$ cat config.mk
export PLATFORM = sky130hd
export DESIGN_NAME = soda_display_sequencer
export DESIGN_NICKNAME = d
export VERILOG_FILES = /design/src/rtl/soda_display_sequencer.sv
export SDC_FILE = /design/constraint.sdc
export NUM_CORES = 1
export LEC_CHECK = 0
export ABC_AREA = 1
export CAP_MARGIN = 20
export CELL_PAD_IN_SITES_DETAIL_PLACEMENT = 0
export CELL_PAD_IN_SITES_GLOBAL_PLACEMENT = 1
export CORE_MARGIN = 5
export CORE_UTILIZATION = 35
export CTS_CLUSTER_SIZE = 20
export DETAILED_ROUTE_END_ITERATION = 16
export PLACE_DENSITY = 0.88
export SETUP_SLACK_MARGIN = 0.02
export SYNTH_ARGS = -nofsm -noshare
export SYNTH_HDL_FRONTEND = slang
export SYNTH_SLANG_ARGS = --single-unit
$ cat constraint.sdc
create_clock -name clk -period 5 [get_ports clk]
set_input_delay 0.75 -clock clk [delete_from_list [all_inputs] [get_ports clk]]
set_output_delay 0.75 -clock clk [all_outputs]
set_load 0.05 [all_outputs]
$ cat src/rtl/soda_display_sequencer.sv
// Front-panel text scheduler: round-robin arbitration between credit, price
// and change amounts, then streams a 5-byte ASCII frame (tag, three digits,
// line end) over a valid/ready byte link.
module soda_display_sequencer #(
    parameter logic [7:0] LINE_END = 8'h0D,
    parameter bit         BLANK_LZ = 1'b0
) (
    input  logic       clk,
    input  logic       rst,
    input  logic [2:0] req,
    input  logic [9:0] bcd0,
    input  logic [9:0] bcd1,
    input  logic [9:0] bcd2,
    output logic [2:0] grant,
    output logic [7:0] tx_data,
    output logic       tx_valid,
    input  logic       tx_ready,
    output logic       busy,
    output logic       frame_done
);

    typedef enum logic {IDLE = 1'b0, SEND = 1'b1} state_t;

    state_t     state_r, state_s;
    logic [2:0] idx_r, idx_s;
    logic [1:0] last_r, last_s;
    logic [9:0] val_r, val_s;
    logic [1:0] src_r, src_s;
    logic [2:0] pick_s;
    logic [2:0] grant_r, grant_s;
    logic [7:0] tx_data_r, tx_data_s;
    logic       tx_valid_r;
    logic       frame_done_r, frame_done_s;

    // One BCD nibble to ASCII; non-decimal nibbles show as a space.
    function automatic logic [7:0] digit_ascii(input logic [3:0] d);
        logic [7:0] b;
        if (d <= 4'd9) begin
            b = 8'h30 + {4'h0, d};
        end else begin
            b = 8'h20;
        end
        return b;
    endfunction

    // Byte at a given frame position for the snapshotted source and value.
    function automatic logic [7:0] frame_byte(input logic [1:0] src,
                                              input logic [9:0] val,
                                              input logic [2:0] idx);
        logic       hz;
        logic [7:0] b;
        hz = BLANK_LZ && (val[9:8] == 2'd0);
        case (idx)
            3'd0: begin
                case (src)
                    2'd0:    b = 8'h43;
                    2'd1:    b = 8'h50;
                    2'd2:    b = 8'h52;
                    default: b = 8'h43;
                endcase
            end
            3'd1:    b = hz ? 8'h20 : digit_ascii({2'b00, val[9:8]});
            3'd2:    b = (hz && (val[7:4] == 4'd0)) ? 8'h20 : digit_ascii(val[7:4]);
            3'd3:    b = digit_ascii(val[3:0]);
            3'd4:    b = LINE_END;
            default: b = 8'h00;
        endcase
        return b;
    endfunction

    // Round-robin pick: first set request after the last winner, one-hot.
    function automatic logic [2:0] rr_pick(input logic [2:0] r, input logic [1:0] last);
        logic [2:0] p;
        logic [1:0] c;
        p = 3'b000;
        c = (last >= 2'd2) ? 2'd0 : last + 2'd1;
        for (int k = 0; k < 3; k++) begin
            if ((p == 3'b000) && r[c]) begin
                p[c] = 1'b1;
            end
            c = (c >= 2'd2) ? 2'd0 : c + 2'd1;
        end
        return p;
    endfunction

    // Next-state, snapshot and next-output decode.
    always_comb begin
        state_s      = state_r;
        idx_s        = idx_r;
        last_s       = last_r;
        val_s        = val_r;
        src_s        = src_r;
        grant_s      = 3'b000;
        frame_done_s = 1'b0;
        pick_s       = rr_pick(req, last_r);
        case (state_r)
            IDLE: begin
                if (pick_s != 3'b000) begin
                    state_s = SEND;
                    idx_s   = 3'd0;
                    grant_s = pick_s;
                    case (pick_s)
                        3'b001:  begin src_s = 2'd0; val_s = bcd0; end
                        3'b010:  begin src_s = 2'd1; val_s = bcd1; end
                        3'b100:  begin src_s = 2'd2; val_s = bcd2; end
                        default: begin src_s = src_r; val_s = val_r; end
                    endcase
                    last_s = src_s;
                end else begin
                    state_s = IDLE;
                end
            end
            SEND: begin
                if (tx_ready) begin
                    if (idx_r == 3'd4) begin
                        state_s      = IDLE;
                        idx_s        = 3'd0;
                        frame_done_s = 1'b1;
                    end else begin
                        idx_s = idx_r + 3'd1;
                    end
                end else begin
                    idx_s = idx_r;
                end
            end
            default: begin
                state_s = IDLE;
                idx_s   = 3'd0;
            end
        endcase
        tx_data_s = (state_s == SEND) ? frame_byte(src_s, val_s, idx_s) : 8'h00;
    end

    // State, snapshot and registered output update.
    always_ff @(posedge clk) begin
        if (rst) begin
            state_r      <= IDLE;
            idx_r        <= 3'd0;
            last_r       <= 2'd2;
            val_r        <= 10'd0;
            src_r        <= 2'd0;
            grant_r      <= 3'b000;
            tx_data_r    <= 8'h00;
            tx_valid_r   <= 1'b0;
            frame_done_r <= 1'b0;
        end else begin
            state_r      <= state_s;
            idx_r        <= idx_s;
            last_r       <= last_s;
            val_r        <= val_s;
            src_r        <= src_s;
            grant_r      <= grant_s;
            tx_data_r    <= tx_data_s;
            tx_valid_r   <= (state_s == SEND);
            frame_done_r <= frame_done_s;
        end
    end

    assign grant      = grant_r;
    assign tx_data    = tx_data_r;
    assign tx_valid   = tx_valid_r;
    assign busy       = tx_valid_r;
    assign frame_done = frame_done_r;

endmodule
# Word level (Yosys, flattened, before mapping)
# Cells that the tools add are included.
# W data, S select, Z words.
# classes
muxes	38
reduce_logical	13
eq_ne	10
bitwise	6
add_sub_neg	7
order_cmp	12
# op_table
cell	n
$pmux W8 S5	1
$pmux W10 S3	1
$mux W7	3
$mux W10	2
$mux W3	6
$add A6 B4 Y7 const A	2
$mux W1	10
$mux W2	5
$pmux W5 S2	1
$eq A3 B2 Y1 const B	3
$eq A3 B3 Y1 const B	3
$logic_not A3 Y1	3
$lt A2 B3 Y1 const B	3
$le A4 B4 Y1 const B	2
$add A6 B2 Y7 const A	1
$add A2 B1 Y2 const B	3
$bmux W1 S2	3
$demux W1 S2	3
$eq A3 B1 Y1 const B	2
$ge A2 B1 Y1 const B	3
$ge A2 B2 Y1 const B	3
$or A3 B3 Y3	2
$pmux W2 S3	1
$pmux W3 S2	1
11 further kinds	19
# word_totals
input_bits	36
elab_cells	94
ff_bits	30

# Longest topological paths before layout
# Gate-level depths: netlist of run 1.
# depth
ltp_word	20
depth_mapped	25
depth_no_buf	24

# Least setup slack after synthesis of run 1
# OpenSTA, ideal clock, no wires.
# synth_timing
path_type	input to register
startpoint	input port req[2]
endpoint	register tx_data_r[0] (netlist: tx_data[0])
slack_ns	2.226
required_time_ns	4.891
t_arrival_ns	2.665
n_path_buf	1
path_stages	22
setup_ns	0.109
cell_sequence	inv_1 nand2_1 nand2_1 nor2_1 nand3_1 nand2_1 nor2_2 nand3_1 nand2_2 nor2_8 nand2_4 nand2_4 buf_6 nor2_1 a21oi_1 ha_1 o21ai_0 nand2_1 inv_1 nand3_1 nand2_1 inv_1
# synth_via
elab_chain_len	16
word_cells_on_any_way	49
# synth_lines
element	line	source
from (decl)	10	input logic [2:0] req,
$bmux W1 S2	78	if ((p == 3'b000) && r[c]) begin
$mux W1 (implied by the code)	78	
$mux W3	78	
$logic_not A3 Y1	78	
$logic_and A1 B1 Y1	78	
$mux W3	78	
$logic_not A3 Y1	78	
$logic_and A1 B1 Y1	78	
$mux W3 (*)	78	
$eq A3 B3 Y1, or another cell as far along	102	case (pick_s)
$pmux W10 S3 or $pmux W2 S3 (tied branches)	102	
$mux W10 or $mux W2 (tied branches)	98	if (pick_s != 3'b000) begin
$mux W10 or $mux W2 (tied branches)	96	case (state_r)
$add A6 B4 Y7, or another cell as far along	39	b = 8'h30 + {4'h0, d};
$mux W7 or $pmux W5 S2 (tied branches)	38, 55	
$pmux W8 S5	53	case (idx)
to (signal assigned)	153	tx_data_r <= tx_data_s;
to (decl)	31	logic [7:0] tx_data_r, tx_data_s;
# Every way passes the cells marked *; elsewhere a longest branch is shown, timed or not. The select of a mux whose other input is x is not followed.
# A chain may end at the register's enable or synchronous reset.

# Final worst setup path of run 1
# layout_timing
startpoint	input port req[0]
endpoint	register tx_data_r[0] (netlist: tx_data[0])
# The elaborated chain is that of the path after synthesis.

==> flow_summary.ini, run 1 <==
[synth]
syn-cell-area_um2 = 1810
synth_warnings = 0
yosysSeqAreaShare = 0.321
ys_ff_latch = 29
syn_nets = 321
synth_cells = 282
synth_cell_type_count = 31
synth.avg_cell_area_um2 = 6.42

[min_path]
holdPathStages = 2
min_from = val_r[0]$_SDFF_PP0_
hold_end = val_r[0]$_SDFF_PP0_
hp-class = reg2reg

[worst_setup_path]
r2r-start = last_r[1]$_SDFFE_PP1P_
rr_worst_depth = 21
crit_type = in2reg
worstPathMaxFanout = 12
ff2ff_setup_slack_ns = 2.01
cp_data_required_time_ns = 5.19
start_kind = input pin
rr_endpoint = tx_data[0]$_SDFF_PP0_
cp_data_arrival_time_ns = 3.50
crit_path_end_kind = register

[timing]
period_needed_ns = 3.31
maxSlewHeadroom = 0.548
fin_skew_ns = 0.00395
setup_ws_ns = 1.69
tns_ns = 0
worstMarginPinSlew_ns = 0.676
setup_viol = 0
slew_viol_final = 0
hold_viol = 0
rsz0062_at_grt = no
fin_crit_sh = 0.662
fmax_mhz = 302

[cells_and_area]
syn_to_final_growth_pct = 33.4
antennaDiodeCount = 0
drive_gt1_frac = 0.116
final_cells = 399
fin_nets = 367
final_core_util = 0.476
layout_common_cells = 75 x nand2_1, 48 x clkdlybuf4s50_1, 38 x nor2_1
layout_commonest_cell = nand2_1

[route]
drc = 0
finalWirelength_um = 4320
post_drt_via_cell_ratio = 4.41
num_vias = 1759
firstDrtPassIters = 4
ant_nets = 0
wire_per_inst_um = 10.8
drt_iter0_drc = 42

[global_route]
antenna_found_initial = 0
grt_overflow = 0
grt_pass1_vias = 1632
grt_max_degree = 19
grt_pass1_wl_um = 7260
grt_use_total = 0.140

[clocking]
cts_resized = 0
cts_hold_buf = 0
post_cts_buffers = 0
htreeDepth = 2
clockRootBuffer = clkbuf_8
clk_pin_slew_ns = 0.06
numCtsBuffers = 5
clk_path_buf_depth = 2
cts_sinks = 29
clk_latency_ns = 0.29
cts_tree = yes

[run]
cap_violations = 0

[placement]
dp_hpwl_um = 3390
gp_congestion = 0.791
dpl.cell_count = 391
pre_cts_slack_ns = 1.35
port_buffers = 48

[floorplan]
io-pin-count = 50
dieArea_um2 = 6710
die_h_um = 81.9
initial_utilization = 0.357
core_um2 = 5070
rows = 26
die_w_um = 81.9

[pwr]
ir_worst_vdd_mv = 0.285
leakage_nw = 1.17
power.density_nw_per_um2 = 676

[status]
status = finished clean
-- cell type report --
cell class	instances	area, um^2
Clock buffer	7	96.3
Tap cell	70	87.6
Multi-Input combinational cell	204	1010
Sequential cell	29	581
Timing Repair Buffer	48	480
Inverter	40	153
Clock inverter	1	5.00
Fill cell	557	2660
-- cell usage after synthesis --
cell type / n / share of area
nand4_1: 4 / 0.014
nand3_2: 1 / 0.0055
a21oi_1: 10 / 0.028
nor2_4: 3 / 0.019
nor2_1: 38 / 0.079
clkinv_1: 1 / 0.0021
o21ai_1: 1 / 0.0028
xnor2_1: 1 / 0.0048
a21oi_4: 1 / 0.0090
inv_4: 1 / 0.0035
buf_1: 1 / 0.0021
nand2_4: 4 / 0.025
inv_2: 2 / 0.0041
conb_1: 1 / 0.0021
nor4_1: 1 / 0.0035
buf_6: 2 / 0.012
ha_1: 3 / 0.021
buf_4: 4 / 0.017
buf_2: 1 / 0.0028
a22oi_1: 1 / 0.0041
clkbuf_1: 1 / 0.0021
nand2_1: 75 / 0.16
nor2_2: 3 / 0.010
nand2_2: 14 / 0.048
nand3_1: 31 / 0.086
o211ai_1: 1 / 0.0041
o21ai_0: 4 / 0.011
nor2_8: 1 / 0.011
nor3_1: 6 / 0.017
dfxtp_1: 29 / 0.32
inv_1: 36 / 0.075
-- flip-flops by register name, indices dropped and copies added (netlist names) --
| signal | cells |
|---|---|
| last_r | 2 |
| grant | 3 |
| src_r | 2 |
| val_r | 10 |
| idx_r | 3 |
| tx_data | 7 |
| frame_done | 1 |
| busy | 1 |
-- cell families after synthesis --
| logic type | Yosys count | synth area share |
|---|---|---|
| and+or+nand+nor | 181 | 0.473 |
| buffers and inverters | 49 | 0.120 |
| DFF | 29 | 0.321 |
| AOI/OAI and AO/OA | 18 | 0.0587 |
| adders and majority gates | 3 | 0.0207 |
| xor gates and xnor gates | 1 | 0.00484 |
| other | 1 | 0.00207 |
-- worst max-delay path, stage by stage --
cell             delay [ns]
clkdlybuf4s50_1        0.50
nand2_1                0.08
nand3_1                0.14
nand2_2                0.07
nand3_1                0.08
nand2_2                0.06
nor2_2                 0.16
nand3_1                0.11
nand2_2                0.21
inv_2                  0.13
nand2_4                0.12
inv_1                  0.06
a21oi_1                0.12
nor2_1                 0.06
a21oi_1                0.17
ha_1                   0.27
o21ai_0                0.16
nand2_1                0.07
inv_1                  0.05
nand3_1                0.05
nand2_1                0.06
inv_1                  0.04
-- routing by layer --
| metal | track usage | routed length, um | share of wire | vias to the layer above |
|---|---|---|---|---|
| met4 | 0.0598 | 98 | 0.023 | 0 |
| met3 | 0.0450 | 252 | 0.058 | 8 |
| met2 | 0.201 | 1760 | 0.41 | 34 |
| li1 | - | - | - | 964 |
| met1 | 0.189 | 2210 | 0.51 | 753 |
| met5 | 0 | 0 | 0 | - |
-- metrics by stage --
step / hold WS [ns] / area [um^2] / power (W)
3_5_place_dp: 0.471 / 2310 / 0.00143
2_1_floorplan: 0.451 / 1810 / 0.00123
5_1_grt: 0.527 / 2410 / 0.00181
6_report: 0.475 / 2410 / 0.00163
4_1_cts: 0.479 / 2410 / 0.00165
3_3_place_gp: 0.461 / 2310 / 0.00142
-- power breakdown --
part | switching (W) | internal, W
Combinational | 0.000701 | 0.000348
Clock | 0.0000893 | 0.000124
Sequential | 0.0000512 | 0.000318
Total | 0.000841 | 0.000790
-- how the worst max path moves through the flow --
stage	from	end	cells past startpoint
2_1_floorplan	req[2]	tx_data[0]$_SDFF_PP0_	22
3_3_place_gp	req[0]	tx_data[0]$_SDFF_PP0_	22
3_5_place_dp	req[0]	tx_data[0]$_SDFF_PP0_	22
4_1_cts	req[0]	tx_data[0]$_SDFF_PP0_	22
5_1_grt	req[0]	tx_data[0]$_SDFF_PP0_	22
6_report	req[0]	tx_data[0]$_SDFF_PP0_	22
Power figures use the tool's default switching activity.
==> run 2, diff against run 1 <==
--- a/config.mk
+++ b/config.mk
@@ -10,10 +10,10 @@
 export CELL_PAD_IN_SITES_DETAIL_PLACEMENT = 0
 export CELL_PAD_IN_SITES_GLOBAL_PLACEMENT = 1
 export CORE_MARGIN = 5
-export CORE_UTILIZATION = 35
+export CORE_UTILIZATION = 33
 export CTS_CLUSTER_SIZE = 20
 export DETAILED_ROUTE_END_ITERATION = 16
-export PLACE_DENSITY = 0.88
+export PLACE_DENSITY = 0.84
 export SETUP_SLACK_MARGIN = 0.02
 export SYNTH_ARGS = -nofsm -noshare
 export SYNTH_HDL_FRONTEND = slang
==> constraint.sdc (replaced) <==
create_clock -name clk -period 3.3 [get_ports clk]
set_input_delay 0.495 -clock clk [delete_from_list [all_inputs] [get_ports clk]]
set_output_delay 0.495 -clock clk [all_outputs]
set_load 0.05 [all_outputs]
==> flow_summary.ini, run 2 (synthesis results as in run 1) <==
[cells_and_area]
syn_to_final_growth_pct = 35.7
final_cells = 409
layout_common_cells = 75 x nand2_1, 48 x clkdlybuf4s50_1, 38 x nor2_1
final_area_um2 = 2460
top_register = val_r
antennaDiodeCount = 0
fin_nets = 375
layout_commonest_cell = nand2_1
drive_gt1_frac = 0.128
largest_reg_flops = 10

[route]
num_vias = 1787
ant_nets = 0
post_drt_via_cell_ratio = 4.37
finalWirelength_um = 4420
firstDrtPassIters = 4
drc = 0
drt_iter0_drc = 54
wire_per_inst_um = 10.8

[worst_setup_path]
start_kind = input pin
cp_data_arrival_time_ns = 3.08
critPathBufInv = 4
cp_data_required_time_ns = 3.48
slowest_delay_ns = 0.50
crit_path_end_kind = register
crit_chain = clkdlybuf4s50_1, nand2_1, nand3_1, nand2_2, nand3_1, nand2_1, nor2_2, nand3_1, nand2_2, nor2_8, nand2_4, inv_1, a21oi_1, nor2_1, a21oi_1, ha_1, o21ai_0, nand2_1, inv_1, nand3_1, nand2_1, inv_1
critPathTopFamily = simple AND/OR/NAND/NOR gates
worstPathMaxFanout = 6
ff2ff_setup_slack_ns = 0.49
critPathSlowestCell = clkdlybuf4s50_1
crit_type = in2reg

[run]
cap_violations = 0

[placement]
gp_congestion = 0.760
port_buffers = 48
dpl.cell_count = 401
dp_hpwl_um = 3400
pre_cts_slack_ns = 0.0940
dpl-instance-area_um2 = 2380

[timing]
fmax_mhz = 345
setup_ws_ns = 0.400
maxSlewHeadroom = 0.663
setup_viol = 0
tns_ns = 0
fin_crit_sh = 0.879
period_needed_ns = 2.90
hold_viol = 0
worstMarginPinSlew_ns = 0.504
slew_viol_final = 0
rsz0062_at_grt = no
fin_skew_ns = 0.00451

[pwr]
leakage_nw = 1.20
power.density_nw_per_um2 = 1040
ir_worst_vdd_mv = 0.377
power_w = 0.00255

[global_route]
grt_pass1_wl_um = 7760
grt_use_total = 0.133
grt_overflow = 0
antenna_found_initial = 0
grt_max_degree = 19
grt_pass1_vias = 1738

[floorplan]
rows = 27
die_w_um = 84.1
initial_utilization = 0.335
io-pin-count = 50
dieArea_um2 = 7070
core_um2 = 5410
die_h_um = 84.1

[clocking]
htreeDepth = 2
clk_path_buf_depth = 2
cts_hold_buf = 0
cts_sinks = 29
clk_latency_ns = 0.28
numCtsBuffers = 5
cts_tree = yes
cts_resized = 0
clockRootBuffer = clkbuf_8
post_cts_buffers = 0
clk_pin_slew_ns = 0.06

[min_path]
hp-class = reg2reg

[status]
status = finished clean
-- run 2: worst reg2reg max path: stages, from the launching register on --
cell	delay, ns
dfxtp_1	0.59
nand2_1	0.13
nand3_1	0.14
nand2_2	0.07
nand3_1	0.08
nand2_1	0.08
nor2_2	0.14
nand3_1	0.12
nand2_2	0.13
nor2_8	0.06
nand2_4	0.08
inv_1	0.06
a21oi_1	0.11
nor2_1	0.07
a21oi_1	0.17
ha_1	0.27
o21ai_0	0.17
nand2_1	0.07
inv_1	0.05
nand3_1	0.06
nand2_1	0.06
inv_1	0.04
-- run 2: cell type report --
| type | instances | area, um^2 |
|---|---|---|
| Tap cell | 72 | 90.1 |
| Inverter | 40 | 153 |
| Sequential cell | 29 | 581 |
| Multi-Input combinational cell | 204 | 1010 |
| Clock buffer | 8 | 80.1 |
| Timing Repair Buffer | 56 | 541 |
| Fill cell | 576 | 2950 |
-- run 2: per-stage QoR --
stage	hold slack (ns)	utilization
after floorplan	0.451	-
after global placement	0.460	0.440
after detailed placement	0.464	0.440
after CTS	0.473	0.454
after global routing	0.492	0.454
final	0.471	0.454
-- run 2: final timing paths --
check	cells past startpoint	end	from
worst max-delay path	22	tx_data[0]$_SDFF_PP0_	req[0]
worst min-delay path	2	val_r[0]$_SDFF_PP0_	val_r[0]$_SDFF_PP0_
worst max register to register	21	tx_data[0]$_SDFF_PP0_	last_r[1]$_SDFFE_PP1P_
worst min register to register	2	val_r[0]$_SDFF_PP0_	val_r[0]$_SDFF_PP0_
-- run 2: per-layer routing --
metal | vias to the layer above | share of wire | track usage
li1 | 977 | - | -
met3 | 5 | 0.065 | 0.0503
met1 | 759 | 0.52 | 0.170
met2 | 46 | 0.40 | 0.209
met5 | - | 0 | 0
met4 | 0 | 0.012 | 0.0351
-- run 2: power by group --
part           leakage, nW  internal (W)  switching (W)
combinational        0.921      0.000615        0.00110
sequential           0.239      0.000482      0.0000759
clock               0.0395      0.000149       0.000127
total                 1.20       0.00125        0.00130
==> run 3, diff against run 2 <==
--- a/config.mk
+++ b/config.mk
@@ -7,13 +7,12 @@
 export LEC_CHECK = 0
 export ABC_AREA = 1
 export CAP_MARGIN = 20
-export CELL_PAD_IN_SITES_DETAIL_PLACEMENT = 0
-export CELL_PAD_IN_SITES_GLOBAL_PLACEMENT = 1
 export CORE_MARGIN = 5
-export CORE_UTILIZATION = 33
+export CORE_UTILIZATION = 40
 export CTS_CLUSTER_SIZE = 20
 export DETAILED_ROUTE_END_ITERATION = 16
-export PLACE_DENSITY = 0.84
+export PLACE_DENSITY = 0.72
+export REMOVE_ABC_BUFFERS = 1
 export SETUP_SLACK_MARGIN = 0.02
 export SYNTH_ARGS = -nofsm -noshare
 export SYNTH_HDL_FRONTEND = slang
==> constraint.sdc (replaced) <==
create_clock -name clk -period 2.7 [get_ports clk]
set_input_delay 0.405 -clock clk [delete_from_list [all_inputs] [get_ports clk]]
set_output_delay 0.405 -clock clk [all_outputs]
set_load 0.05 [all_outputs]
==> flow_summary.ini, run 3 (synthesis results as in run 1) <==
[global_route]
grt_pass1_vias = 1858
grt_max_degree = 18
grt_overflow = 0
antenna_found_initial = 0
grt_use_total = 0.163
grt_pass1_wl_um = 8070

[floorplan]
rows = 24
die_w_um = 77.3
core_um2 = 4380
dieArea_um2 = 5970
die_h_um = 77.3
io-pin-count = 50
initial_utilization = 0.413

[route]
drt_iter0_drc = 77
finalWirelength_um = 4610
firstDrtPassIters = 4
drc = 0
num_vias = 1944
wire_per_inst_um = 11.1
post_drt_via_cell_ratio = 4.67
ant_nets = 0

[cells_and_area]
multi_input_comb_area_um2 = 1070
syn_to_final_growth_pct = 49.6
drive_gt1_frac = 0.236
layout_common_cells = 71 x nand2_1, 45 x clkdlybuf4s50_1, 35 x nor2_1, 35 x buf_4, 34 x inv_1
largest_reg_flops = 10
layout_commonest_cell = nand2_1
fin_nets = 402
final.fill_count = 389
final_cells = 416
antennaDiodeCount = 0
register_area_um2 = 586
top_register = val_r

[clocking]
htreeDepth = 2
clk_latency_ns = 0.28
clk_path_buf_depth = 2
cts_sinks = 29
clk_pin_slew_ns = 0.06
clockRootBuffer = clkbuf_8
cts_tree = yes
numCtsBuffers = 5

[worst_setup_path]
critPathSlowestCell = dfxtp_4
worstPathMaxFanout = 6
cp_data_arrival_time_ns = 2.63
cp_data_required_time_ns = 2.88
crit_chain = buf_4, nand2_1, nand2_1, nor2_2, nand3_1, nand2_2, nor2_4, nand3_2, nand2_4, nor2_8, nand2_4, inv_2, a21oi_2, nor2_2, a21oi_2, ha_1, o21ai_1, nand2_1, inv_1, nand3_1, nand2_1, inv_1
critPathTopFamily = simple AND/OR/NAND/NOR gates
cp_common_cell = nand2_1
crit_path_end_kind = register
crit_type = reg2reg
critPathBufInv = 4
start_kind = register
slowest_delay_ns = 0.38

[timing]
hold_viol = 0
worstMarginPinSlew_ns = 0.512
setup_ws_ns = 0.247
fin_crit_sh = 0.909
fmax_mhz = 408
fin_skew_ns = 0.00333
maxSlewHeadroom = 0.658
period_needed_ns = 2.45
slew_viol_final = 0
hold_ws_ns = 0.472
rsz0062_at_grt = no
setup_viol = 0

[placement]
pre_cts_slack_ns = -0.367
port_buffers = 48
dp_hpwl_um = 3410
dpl.cell_count = 402
gp_congestion = 0.800

[pwr]
power_w = 0.00354
ir_worst_vdd_mv = 0.666
leakage_nw = 1.37
power.density_nw_per_um2 = 1310

[run]
cap_violations = 0

[status]
status = finished clean

[min_path]
hp-class = reg2reg
[run 3: cell count changes in the layout (fill, tap and decap cells not counted), moves of 3 or more]
cell / previous run / this run
buf_4: 8 / 35
clkdlybuf4s50_1: 48 / 45
dlymetal6s2s_1: 0 / 3
nand2_1: 75 / 71
nand3_1: 31 / 28
nand3_2: 1 / 4
nor2_1: 38 / 35
o21ai_0: 4 / 1
o21ai_1: 1 / 4
[run 3: stage by stage]
| step | instance area (um^2) | TNS [ns] | utilization |
|---|---|---|---|
| final | 2710 | 0 | 0.618 |
| after detailed placement | 2510 | -1.38 | 0.572 |
| after floorplan | 1750 | -0.119 | - |
| after CTS | 2620 | 0 | 0.598 |
| after global routing | 2710 | 0 | 0.618 |
| after global placement | 2510 | -1.09 | 0.572 |
[run 3: per-layer routing]
metal / routed length [um] / global-route usage / vias to the layer above
li1: - / - / 1032
met4: 108 / 0.0773 / 0
met2: 2040 / 0.248 / 42
met5: 0 / 0 / -
met3: 321 / 0.0492 / 10
met1: 2140 / 0.207 / 860
[run 3: what timing repair did]
item | in CTS | in global routing
buffers inserted | 2 | 4
endpoints found under the hold margin | 0 | 0
cloned | 0 | 0
hold buffers | 0 | 0
resized for setup | 7 | 21
pin swaps | 3 | 17
setup endpoints to repair | 3 | 7
[run 3: layout make-up]
type | instances | share of cell area
Multi-Input combinational cell | 204 | 0.396
Timing Repair Buffer | 83 | 0.277
Inverter | 40 | 0.0573
Clock buffer | 8 | 0.0296
Tap cell | 52 | 0.0240
Sequential cell | 29 | 0.216
[run 3: worst register-to-register path, cell delays in order, from the launching register on]
cell and delay, ns:
dfxtp_4 0.38, buf_4 0.14, nand2_1 0.05, nand2_1 0.06
nor2_2 0.15, nand3_1 0.10, nand2_2 0.11, nor2_4 0.05
nand3_2 0.09, nand2_4 0.07, nor2_8 0.13, nand2_4 0.07
inv_2 0.06, a21oi_2 0.06, nor2_2 0.12, a21oi_2 0.06
ha_1 0.30, o21ai_1 0.12, nand2_1 0.06, inv_1 0.05
nand3_1 0.05, nand2_1 0.06, inv_1 0.03
[run 3: where the power goes]
group / switching [W] / internal [W]
Clock: 0.000147 / 0.000182
Sequential: 0.0000876 / 0.000596
Combinational: 0.00148 / 0.00104
Total: 0.00172 / 0.00182
[run 3: final timing paths]
path,start,depth (start not counted),to,slack [ns]
hold reg to reg,val_r[0]$_SDFF_PP0_,2,val_r[0]$_SDFF_PP0_,0.47
setup reg to reg,last_r[1]$_SDFFE_PP1P_,22,tx_data[0]$_SDFF_PP0_,0.25
setup / recovery,last_r[1]$_SDFFE_PP1P_,22,tx_data[0]$_SDFF_PP0_,0.25
hold / removal,val_r[0]$_SDFF_PP0_,2,val_r[0]$_SDFF_PP0_,0.47
